$ cat src/rtl/snn_pkg.sv
// Shared types and helpers for the time-multiplexed LIF neuron scheduler.
//   NEURON_W       : width of membrane potential, refractory counter and LIF parameters
//   neuron_state_t : per-neuron stored state {v, rc, rf}
//   sched_state_e  : scheduler FSM states
//   sat_add()      : unsigned add clamped to the all-ones value
package snn_pkg;

    localparam int NEURON_W = 8;

    typedef struct packed {
        logic [NEURON_W-1:0] v;   // membrane potential
        logic [NEURON_W-1:0] rc;  // remaining refractory steps
        logic                rf;  // neuron is refractory
    } neuron_state_t;

    typedef enum logic [1:0] {
        ST_IDLE   = 2'd0,
        ST_UPDATE = 2'd1,
        ST_DONE   = 2'd2
    } sched_state_e;

    // One extra bit catches the carry; any carry clamps to the maximum value.
    function automatic logic [NEURON_W-1:0] sat_add(input logic [NEURON_W-1:0] a,
                                                     input logic [NEURON_W-1:0] b);
        logic [NEURON_W:0] sum;
        sum = {1'b0, a} + {1'b0, b};
        return sum[NEURON_W] ? '1 : sum[NEURON_W-1:0];
    endfunction

endpackage

$ cat src/rtl/lif_update_unit.sv
// Combinational leaky-integrate-fire update for one neuron.
//   state_i      : stored state of the neuron being updated
//   current_i    : input current for this neuron
//   threshold_i  : spiking threshold
//   leak_i       : per-step leak subtracted after integration
//   refrac_i     : refractory length (steps) loaded on a spike
//   next_state_o : state to commit
//   spike_o      : neuron fires this step
module lif_update_unit
    import snn_pkg::*;
(
    input  neuron_state_t       state_i,
    input  logic [NEURON_W-1:0] current_i,
    input  logic [NEURON_W-1:0] threshold_i,
    input  logic [NEURON_W-1:0] leak_i,
    input  logic [NEURON_W-1:0] refrac_i,
    output neuron_state_t       next_state_o,
    output logic                spike_o
);

    logic [NEURON_W-1:0] sum_sat;
    logic [NEURON_W-1:0] leaked;

    always_comb begin
        // NOTE: every variable gets a default before any branch, so no path can infer a latch.
        next_state_o = state_i;
        spike_o      = 1'b0;
        sum_sat      = sat_add(state_i.v, current_i);
        // Leak floors at zero instead of wrapping.
        leaked       = (sum_sat >= leak_i) ? sum_sat - leak_i : '0;

        if (state_i.rf) begin
            // Refractory: count down, leave v alone, never fire.
            next_state_o.rc = state_i.rc - NEURON_W'(1);
            next_state_o.rf = (state_i.rc != NEURON_W'(1));
        end else if (leaked >= threshold_i) begin
            spike_o         = 1'b1;
            next_state_o.v  = '0;
            next_state_o.rc = refrac_i;
            // A zero refractory period means the neuron stays live next step.
            next_state_o.rf = (refrac_i != '0);
        end else begin
            next_state_o.v  = leaked;
        end
    end

endmodule

$ cat src/rtl/spike_fifo.sv
// Synchronous FIFO holding spike neuron indices.
//   clk, rst_n   : clock, asynchronous active-low reset
//   push_i       : write request; accepted when push_ready_o is high
//   push_data_i  : value to write
//   push_ready_o : space available (a same-cycle pop frees a full FIFO)
//   pop_i        : consumer accepts the head; ignored when empty
//   valid_o      : head entry present
//   data_o       : head entry, zero when empty
module spike_fifo #(
    parameter int DEPTH = 4,
    parameter int WIDTH = 2
) (
    input  logic             clk,
    input  logic             rst_n,
    input  logic             push_i,
    input  logic [WIDTH-1:0] push_data_i,
    output logic             push_ready_o,
    input  logic             pop_i,
    output logic             valid_o,
    output logic [WIDTH-1:0] data_o
);

    localparam int AW = $clog2(DEPTH);

    logic [WIDTH-1:0] mem_q [DEPTH];
    logic [AW-1:0]    wr_ptr_q;
    logic [AW-1:0]    rd_ptr_q;
    logic [AW:0]      count_q;
    logic             full;
    logic             do_push;
    logic             do_pop;

    assign full         = (count_q == (AW+1)'(DEPTH));
    assign valid_o      = (count_q != '0);
    assign do_pop       = pop_i & valid_o;
    assign push_ready_o = ~full | do_pop;
    assign do_push      = push_i & push_ready_o;
    assign data_o       = valid_o ? mem_q[rd_ptr_q] : '0;

    // NOTE: state registers use non-blocking assignments so every flop samples pre-edge values.
    always_ff @(posedge clk or negedge rst_n) begin
        if (!rst_n) begin
            wr_ptr_q <= '0;
            rd_ptr_q <= '0;
            count_q  <= '0;
        end else begin
            // Depth is a power of two, so pointers wrap naturally.
            if (do_push) wr_ptr_q <= wr_ptr_q + AW'(1);
            if (do_pop)  rd_ptr_q <= rd_ptr_q + AW'(1);
            case ({do_push, do_pop})
                2'b10:   count_q <= count_q + (AW+1)'(1);
                2'b01:   count_q <= count_q - (AW+1)'(1);
                default: count_q <= count_q;
            endcase
        end
    end

    // NOTE: payload storage is not reset; the occupancy count gates every read, so stale entries are never seen.
    always_ff @(posedge clk) begin
        if (do_push) mem_q[wr_ptr_q] <= push_data_i;
    end

endmodule

$ cat src/rtl/snn_neuron_scheduler.sv
// Time-multiplexed LIF scheduler: one update datapath walks N_NEURONS virtual
// neurons, one per cycle, on every time-step request and queues spike events.
//   clk, rst_n     : clock, asynchronous active-low reset
//   step_start     : one-cycle request to run a time step (ignored while busy)
//   threshold, leak_rate, refrac_period : LIF parameters, sampled at step start
//   cur_idx        : neuron whose current is requested (0 outside UPDATE)
//   cur_data       : current for cur_idx, same cycle
//   busy           : step in progress
//   step_done      : one-cycle pulse as the step completes
//   spk_valid, spk_ready, spk_id : spike FIFO head handshake
//   spk_overflow   : sticky dropped-spike flag, cleared only by reset
module snn_neuron_scheduler
    import snn_pkg::*;
#(
    parameter  int N_NEURONS  = 4,
    parameter  int FIFO_DEPTH = 4,
    localparam int IDX_W      = $clog2(N_NEURONS)
) (
    input  logic                clk,
    input  logic                rst_n,
    input  logic                step_start,
    input  logic [NEURON_W-1:0] threshold,
    input  logic [NEURON_W-1:0] leak_rate,
    input  logic [NEURON_W-1:0] refrac_period,
    output logic [IDX_W-1:0]    cur_idx,
    input  logic [NEURON_W-1:0] cur_data,
    output logic                busy,
    output logic                step_done,
    output logic                spk_valid,
    input  logic                spk_ready,
    output logic [IDX_W-1:0]    spk_id,
    output logic                spk_overflow
);

    sched_state_e        state_q, state_d;
    logic [IDX_W-1:0]    idx_q, idx_d;
    logic [NEURON_W-1:0] thr_q, leak_q, refrac_q;
    neuron_state_t       neurons_q [N_NEURONS];
    neuron_state_t       lif_next;
    logic                lif_spike;
    logic                in_update;
    logic                push_req;
    logic                fifo_push_ready;
    logic                stall;
    logic                commit;
    logic                last_idx;
    logic                spk_drop;
    logic                overflow_q;

    lif_update_unit u_lif (
        .state_i      (neurons_q[idx_q]),
        .current_i    (cur_data),
        .threshold_i  (thr_q),
        .leak_i       (leak_q),
        .refrac_i     (refrac_q),
        .next_state_o (lif_next),
        .spike_o      (lif_spike)
    );

    spike_fifo #(
        .DEPTH (FIFO_DEPTH),
        .WIDTH (IDX_W)
    ) u_fifo (
        .clk          (clk),
        .rst_n        (rst_n),
        .push_i       (push_req),
        .push_data_i  (idx_q),
        .push_ready_o (fifo_push_ready),
        .pop_i        (spk_ready),
        .valid_o      (spk_valid),
        .data_o       (spk_id)
    );

    assign in_update = (state_q == ST_UPDATE);
    assign push_req  = in_update & lif_spike;
    // A spike with no FIFO space holds the neuron uncommitted until a pop frees a slot.
    assign stall     = push_req & ~fifo_push_ready;
    assign commit    = in_update & ~stall;
    assign last_idx  = (idx_q == IDX_W'(N_NEURONS - 1));
    // Dropping would mean committing a neuron whose push was refused; the stall
    // prevents that, so the sticky flag records only a broken invariant.
    assign spk_drop  = push_req & ~fifo_push_ready & commit;

    assign busy         = (state_q != ST_IDLE);
    assign step_done    = (state_q == ST_DONE);
    assign cur_idx      = in_update ? idx_q : '0;
    assign spk_overflow = overflow_q;

    always_comb begin
        state_d = state_q;
        idx_d   = idx_q;
        case (state_q)
            ST_IDLE: begin
                if (step_start) begin
                    state_d = ST_UPDATE;
                    idx_d   = '0;
                end
            end
            ST_UPDATE: begin
                if (commit) begin
                    if (last_idx) state_d = ST_DONE;
                    else          idx_d   = idx_q + IDX_W'(1);
                end
            end
            ST_DONE: begin
                state_d = ST_IDLE;
                idx_d   = '0;
            end
            default: begin
                state_d = ST_IDLE;
                idx_d   = '0;
            end
        endcase
    end

    always_ff @(posedge clk or negedge rst_n) begin
        if (!rst_n) begin
            state_q    <= ST_IDLE;
            idx_q      <= '0;
            thr_q      <= '0;
            leak_q     <= '0;
            refrac_q   <= '0;
            overflow_q <= 1'b0;
        end else begin
            state_q <= state_d;
            idx_q   <= idx_d;
            // Parameters are frozen for the whole step.
            if (state_q == ST_IDLE && step_start) begin
                thr_q    <= threshold;
                leak_q   <= leak_rate;
                refrac_q <= refrac_period;
            end
            if (spk_drop) overflow_q <= 1'b1;
        end
    end

    // Neuron state is architectural: every neuron must restart from zero after reset.
    always_ff @(posedge clk or negedge rst_n) begin
        if (!rst_n) begin
            for (int i = 0; i < N_NEURONS; i++) neurons_q[i] <= '0;
        end else if (commit) begin
            neurons_q[idx_q] <= lif_next;
        end
    end

endmodule

$ cat config.mk
export PLATFORM = sky130hd
export DESIGN_NAME = snn_neuron_scheduler
export DESIGN_NICKNAME = d
export VERILOG_FILES = /design/src/rtl/snn_pkg.sv /design/src/rtl/lif_update_unit.sv /design/src/rtl/spike_fifo.sv /design/src/rtl/snn_neuron_scheduler.sv
export SDC_FILE = /design/constraint.sdc
export NUM_CORES = 1
export LEC_CHECK = 0
export CELL_PAD_IN_SITES_DETAIL_PLACEMENT = 0
export CELL_PAD_IN_SITES_GLOBAL_PLACEMENT = 1
export CORE_UTILIZATION = 47
export DETAILED_ROUTE_END_ITERATION = 12
export PLACE_DENSITY = 0.81
export SLEW_MARGIN = 20
export SYNTH_ARGS = -nofsm -noshare
export SYNTH_HDL_FRONTEND = slang
export SYNTH_SLANG_ARGS = --single-unit
export TNS_END_PERCENT = 20
$ cat constraint.sdc
create_clock -name clk -period 9.37 [get_ports clk]
set_input_delay 1.4055 -clock clk [delete_from_list [all_inputs] [get_ports clk]]
set_output_delay 1.4055 -clock clk [all_outputs]
set_load 0.02 [all_outputs]
# Word level (Yosys, flattened, before mapping)

Memories as Yosys holds them, arrays and structs flattened.
Index checks and enable logic that the tools add are counted.

Logic and storage cells: 92
Memories kept: 1
Memory bits (writable): 8
Register bits after elaboration: 104
Input port bits: 36
Output and inout bits: 8

Memory list:

| memory       | words | width | rd ports | clocked after memory_dff | wr ports | RTL line         | source |
|---|---|---|---|---|---|---|---|
| u_fifo.mem_q | 4     | 2     | 1        | 0                        | 1        | spike_fifo.sv:25 | `logic [WIDTH-1:0] mem_q [DEPTH];` |

Bitwise operators: 11
Reduce and logical (&&, ||, !) cells: 9
Multiplexer cells: 27
Eq/ne operators: 11
$lt $le $gt $ge: 4
Add/subtract/negate cells: 8

Operator list:

| kind                  | count |
|---|---|
| $bwmux W68            | 1 |
| $mux W17              | 3 |
| $bmux W17 S2          | 1 |
| $demux W17 S2         | 1 |
| $mux W8               | 4 |
| $mux W9               | 2 |
| $ge A8 B8 Y1          | 2 |
| $mux W2               | 8 |
| $add A8 B8 Y9         | 1 |
| $ne A8 B1 Y1 const B  | 1 |
| $pmux W2 S2           | 2 |
| $reduce_bool A8 Y1    | 1 |
| $sub A8 B1 Y8 const B | 1 |
| $sub A8 B8 Y8         | 1 |
| $add A2 B1 Y2 const B | 3 |
| $and A1 B1 Y1         | 6 |
| $eq A2 B2 Y1 const B  | 3 |
| $pmux W3 S2           | 1 |
| $reduce_and A3 Y1     | 2 |
| $eq A2 B1 Y1 const B  | 2 |
| $mux W1               | 4 |
| $ne A2 B1 Y1 const B  | 2 |
| $ne A2 B2 Y1 const B  | 2 |
| $reduce_bool A2 Y1    | 2 |
| 11 further kinds      | 14 |

# Depth between registers and ports, before layout

Depth after elaboration: 17
Depth in mapped cells: 34
Gate-level depth less buffers: 30

# Modules after synthesis

A second synthesis with hierarchy kept.

Cells, all modules: 516
Area total of the unflattened synthesis: 6,612.6 um^2

By module, submodules not included:

| module               | cells an instance | area each (um^2) | seq. area each (um^2) | instances |
|---|---|---|---|---|
| snn_neuron_scheduler | 250               | 4,357.9          | 2,427.3               | 1 |
| lif_update_unit      | 201               | 1,431.4          | 0.0                   | 1 |
| spike_fifo           | 65                | 823.3            | 415.4                 | 1 |

# Worst setup path before layout

Ideal clock, no wire load.

Path type: register to register
Start point: register idx_q[0]
End point: register u_fifo.count_q[2]
Setup slack: 1,962 ps
Clock period less this slack: 7,408 ps
Path buffers: 5
Library setup time: 79 ps
Stages on the path, launching flop included: 35
Required time: 9,291 ps
Arrival: 7,329 ps
Cells stage by stage: dfrtp_1 -> buf_6 -> buf_2 -> mux4_2 -> ha_1 -> fa_1 -> a21o_1 -> a21oi_1 -> o21bai_1 -> a21oi_1 -> o21a_1 -> nor2b_1 -> ha_1 -> inv_1 -> fa_1 -> a21o_1 -> a211o_1 -> a221oi_1 -> buf_2 -> and3b_1 -> ha_1 -> and2_1 -> a221oi_1 -> o21a_1 -> buf_2 -> nor2_1 -> and3_1 -> clkbuf_1 -> inv_1 -> ha_1 -> inv_1 -> fa_1 -> xor2_1 -> nor2_1 -> xor2_1

Cells in the longest elaborated chain, start to end: 15
Elaborated cells on any way between the ends: 18
Classes of those cells: add/sub (2); order compare (2); eq/ne (2); mux (8); bitwise (3); reduce/logical (1)

RTL lines:

| what                                              | RTL line                    | source |
|---|---|---|
| start: declaration                                | snn_neuron_scheduler.sv:36  | `logic [IDX_W-1:0] idx_q, idx_d;` |
| start signal: assignment                          | snn_neuron_scheduler.sv:126 | `idx_q <= idx_d;` |
| $not A2 Y3 (not written as such) (*)              | snn_neuron_scheduler.sv:51  | `.state_i (neurons_q[idx_q]),` |
| $bmux W17 S2 (*)                                  | snn_neuron_scheduler.sv:51  |  |
| $mux W17 (not written as such) (*) (2 in series)  | snn_neuron_scheduler.sv:51  |  |
| $add A8 B8 Y9                                     | snn_pkg.sv:26               | `sum = {1'b0, a} + {1'b0, b};` |
| $mux W8                                           | snn_pkg.sv:27               | `return sum[NEURON_W] ? '1 : sum[NEURON_W-1:0];` |
| $sub A8 B8 Y8 or $ge A8 B8 Y1 (tied branches)     | lif_update_unit.sv:30       | `leaked = (sum_sat >= leak_i) ? sum_sat - leak_i : '0;` |
| $mux W8                                           | lif_update_unit.sv:30       |  |
| $ge A8 B8 Y1                                      | lif_update_unit.sv:36       | `end else if (leaked >= threshold_i) begin` |
| $mux W1                                           | lif_update_unit.sv:36       |  |
| $mux W1 (*)                                       | lif_update_unit.sv:32       | `if (state_i.rf) begin` |
| $and A1 B1 Y1 (*)                                 | snn_neuron_scheduler.sv:75  | `assign push_req = in_update & lif_spike;` |
| $and A1 B1 Y1 (*)                                 | spike_fifo.sv:37            | `assign do_push = push_i & push_ready_o;` |
| $eq A2 B1 Y1 or $eq A2 B2 Y1 (tied branches)      | spike_fifo.sv:50            | `case ({do_push, do_pop})` |
| $pmux W3 S2 or $reduce_bool A2 Y1 (tied branches) | n/a                         |  |
| end signal: assignment                            | spike_fifo.sv:51            | `2'b10: count_q <= count_q + (AW+1)'(1);` |
| end signal: assignment                            | spike_fifo.sv:52            | `2'b01: count_q <= count_q - (AW+1)'(1);` |
| end signal: assignment                            | spike_fifo.sv:53            | `default: count_q <= count_q;` |
| end: declaration                                  | spike_fifo.sv:28            | `logic [AW:0] count_q;` |

Mark *: on every way between the ends. The rest lies on a longest branch, timed or not. The select of a mux whose other input is x is not followed.
A chain may end at the register's enable or synchronous reset.

# Final worst setup path

Start point: input cur_data[0]
End point: register u_fifo.count_q[2]

Cells in the longest elaborated chain, start to end: 11
Elaborated cells on any way between the ends: 14
Classes of those cells: add/sub (2); order compare (2); eq/ne (2); mux (5); bitwise (2); reduce/logical (1)

RTL lines:

| what                                              | RTL line                   | source |
|---|---|---|
| start: declaration                                | snn_neuron_scheduler.sv:26 | `input logic [NEURON_W-1:0] cur_data,` |
| $add A8 B8 Y9 (*)                                 | snn_pkg.sv:26              |  |
| $mux W8 (*)                                       | snn_pkg.sv:27              |  |
| $sub A8 B8 Y8 or $ge A8 B8 Y1 (tied branches)     | lif_update_unit.sv:30      |  |
| $mux W8 (*)                                       | lif_update_unit.sv:30      |  |
| $ge A8 B8 Y1 (*)                                  | lif_update_unit.sv:36      |  |
| $mux W1 (*)                                       | lif_update_unit.sv:36      |  |
| $mux W1 (*)                                       | lif_update_unit.sv:32      |  |
| $and A1 B1 Y1 (*)                                 | snn_neuron_scheduler.sv:75 |  |
| $and A1 B1 Y1 (*)                                 | spike_fifo.sv:37           |  |
| $eq A2 B1 Y1 or $eq A2 B2 Y1 (tied branches)      | spike_fifo.sv:50           |  |
| $pmux W3 S2 or $reduce_bool A2 Y1 (tied branches) | n/a                        |  |

Mark *: on every way between the ends. The rest lies on a longest branch, timed or not.

==> summary.txt <==
Outcome: finished, final reports clean
First-pass detailed-route iteration total: 4
Slowest CP cell: clkdlybuf4s50_1
Register-to-register setup slack: 1.61 ns
Setup_tns: 0 ns
Syn_nets: 641
Final hold vios: 0
Syn. warnings: 0
Root Buffer Master: clkbuf_16
Final Util: 55.69%
Max Root-Sink Buffers: 2
CP max stage delay: 0.40 ns
Area of the multi-input gates: 3107 um^2
Synth Cell Area: 6195 um^2
Crit path max fanout: 19
Gr usage total: 21.23%
Number of synthesized flops with an enable pin: 8
Rows: 41
Crit path required time: 9.64 ns
Sequential cell area: 2843 um^2
Area after DPL: 6784 um^2
Worst min path class: reg -> reg
Most Frequent Cell on Critical Path: ha_1
Max frequency: 0.1258 GHz
Skew-Pair Late Insertion Delay: 0.35 ns
Hold depth: 0
CTS tree: built
Fillers: 1135
CP endpoint kind: flop
Netlist cell types: 60
Synth Instances: 567
Clock transition at the registers of the reported paths: 0.07 ns
Diode count: 0
Area growth, synth to finish: 14.38%
Fin crit share: 84.82%
Gp weighted congestion: 0.8674
Slew Limit Headroom: 30.74%
Initial cell density of the core: 48.69%
Worst Clk Skew: 0.007151 ns
Die width: 116.8 um
Nets@finish: 679
Via count: 4300
Post-CTS sizing: 0
Final setup viols: 0
Crit path time final: 7.948 ns
R2R depth: 31
First-pass GRT wire length: 21.87 mm
Largest delay share family, worst path: compound AO/OA/AOI/OAI gates
TritonCTS buffer count: 9
GR Overflow Total: 0
Die height: 116.8 um
Initial DRC Count: 254
DRC: 0
Least-Margin Pin Slew: 1.037 ns
Critical Path Start Type: input port
I/O pin cnt: 44
WL/cell: 17.15 um
Sequential area share after synthesis: 45.89%
Core Footprint: 12720 um^2
Full die area: 13640 um^2
Initial antenna violation count: 0
WP data arrival: 8.22 ns
RSZ-0062 raised after global routing: false
Max-slew violations: 0
Post-route cell area: 7086 um^2
H-tree levels: 3
DR vias/cell: 5.499
Most frequent cells in the layout: dfrtp_1, nand2_1, o21ai_0, clkdlybuf4s50_1, ha_1
Share of cells above drive strength 1: 13.93%
Max Cap Viol: 0
Antenna-violating nets left: 0
Vias in the first global route: 4373
Largest net degree at the start of global routing: 58
Worst Setup Path Type: in -> reg
Post-CTS setup buffer count: 0
Number of synthesized register bits: 112
Cts hold-fix bufs: 0
Dpl hpwl: 9.651 mm
Most used flip-flop cell after synthesis: dfrtp_1
Worst path bufs/invs: 6
Post-synth ARST share: 92.86%
Port buffer count: 43
Post-Syn Area per Cell: 10.93 um^2
DRT Wirelength: 13.41 mm
Most common cell after layout, fill and taps aside: dfrtp_1
Cell count along the critical path: 31
Clock sink count: 112
worst register-to-register path: cells and delay by family (launching register included):
family	cells	cell delay (ns)
compound gates	10	2.31
xor+xnor	2	0.31
fa+ha+maj	6	1.76
buf+inv	6	1.15
flops	1	0.52
mux	1	0.62
simple gates	6	1.02
sequential cells by signal, summed over array words and instances, names as in the netlist:
| name | flops |
|---|---|
| neurons_q | 68 |
| leak_q | 8 |
| refrac_q | 8 |
| thr_q | 8 |
| u_fifo.mem_q | 8 |
| u_fifo.count_q | 3 |
| idx_q | 2 |
| state_q | 2 |
| u_fifo.rd_ptr_q | 2 |
| u_fifo.wr_ptr_q | 2 |
| spk_overflow | 1 |
final cells by class:
| class | instances | share of cell area, % |
|---|---|---|
| clock buffers | 12 | 3.479 |
| clock inverters | 4 | 0.4061 |
| inverters | 33 | 1.748 |
| multi-input cells | 395 | 43.85 |
| flip-flops and latches | 112 | 40.12 |
| well taps | 172 | 3.037 |
| repair buffers | 54 | 7.364 |
logic make-up after synthesis:
logic type | synth area share (%)
xor+xnor | 2.545
compound gates | 14.46
mux | 13.75
simple gates | 11.19
flops | 45.89
buf+inv | 4.120
fa+ha+maj | 8.039
path summary, 6_finish.rpt:
kind                                     startpoint                       endpoint
max                                     cur_data[0]  u_fifo.count_q[2]$_DFFE_PN0P_
max reg2reg                    idx_q[0]$_DFFE_PN0P_  u_fifo.count_q[2]$_DFFE_PN0P_
min reg2reg                spk_overflow$_DFFE_PN0P_       spk_overflow$_DFFE_PN0P_
min                        spk_overflow$_DFFE_PN0P_       spk_overflow$_DFFE_PN0P_
max in group asynchronous                     rst_n      neurons_q[62]$_DFFE_PN0P_
min in group asynchronous                     rst_n          leak_q[3]$_DFFE_PN0P_
cell usage after synthesis (6+ instances only):
| master | n | area (um^2) |
|---|---|---|
| mux2_2 | 28 | 315.3 |
| nand2_1 | 87 | 326.6 |
| buf_2 | 15 | 75.07 |
| mux2i_1 | 9 | 90.09 |
| and2_1 | 11 | 68.82 |
| ha_1 | 35 | 437.9 |
| mux4_2 | 13 | 292.8 |
| nor2_1 | 15 | 56.30 |
| inv_1 | 33 | 123.9 |
| a21oi_1 | 10 | 50.05 |
| a21o_1 | 7 | 52.55 |
| clkbuf_1 | 8 | 30.03 |
| nor3_1 | 6 | 30.03 |
| dfrtp_1 | 104 | 2603 |
| xnor2_1 | 13 | 113.9 |
| edfxtp_1 | 8 | 240.2 |
| o21ai_1 | 8 | 40.04 |
| o21ai_0 | 65 | 325.3 |
per-layer routing:
layer,GRT usage [%],wire length (um),vias to the layer above
met5,0,0,-
met4,5.401,202,0
met3,5.098,625,13
met2,35.62,6421,86
met1,27.76,6164,2104
li1,-,-,2097
through the flow:
| stage | hold WS (ns) | worst slack [ns] | cells |
|---|---|---|---|
| after floorplan | 0.4416 | 1.962 | 567 |
| after global placement | 0.3637 | 1.428 | 764 |
| after detailed placement | 0.3672 | 1.108 | 764 |
| after CTS | 0.3834 | 1.449 | 780 |
| after global routing | 0.4112 | 0.9861 | 782 |
| final | 0.3775 | 1.422 | 782 |
Power is not shown: default switching activity piles up to over one toggle a cycle in this logic, so the estimate is an artifact.
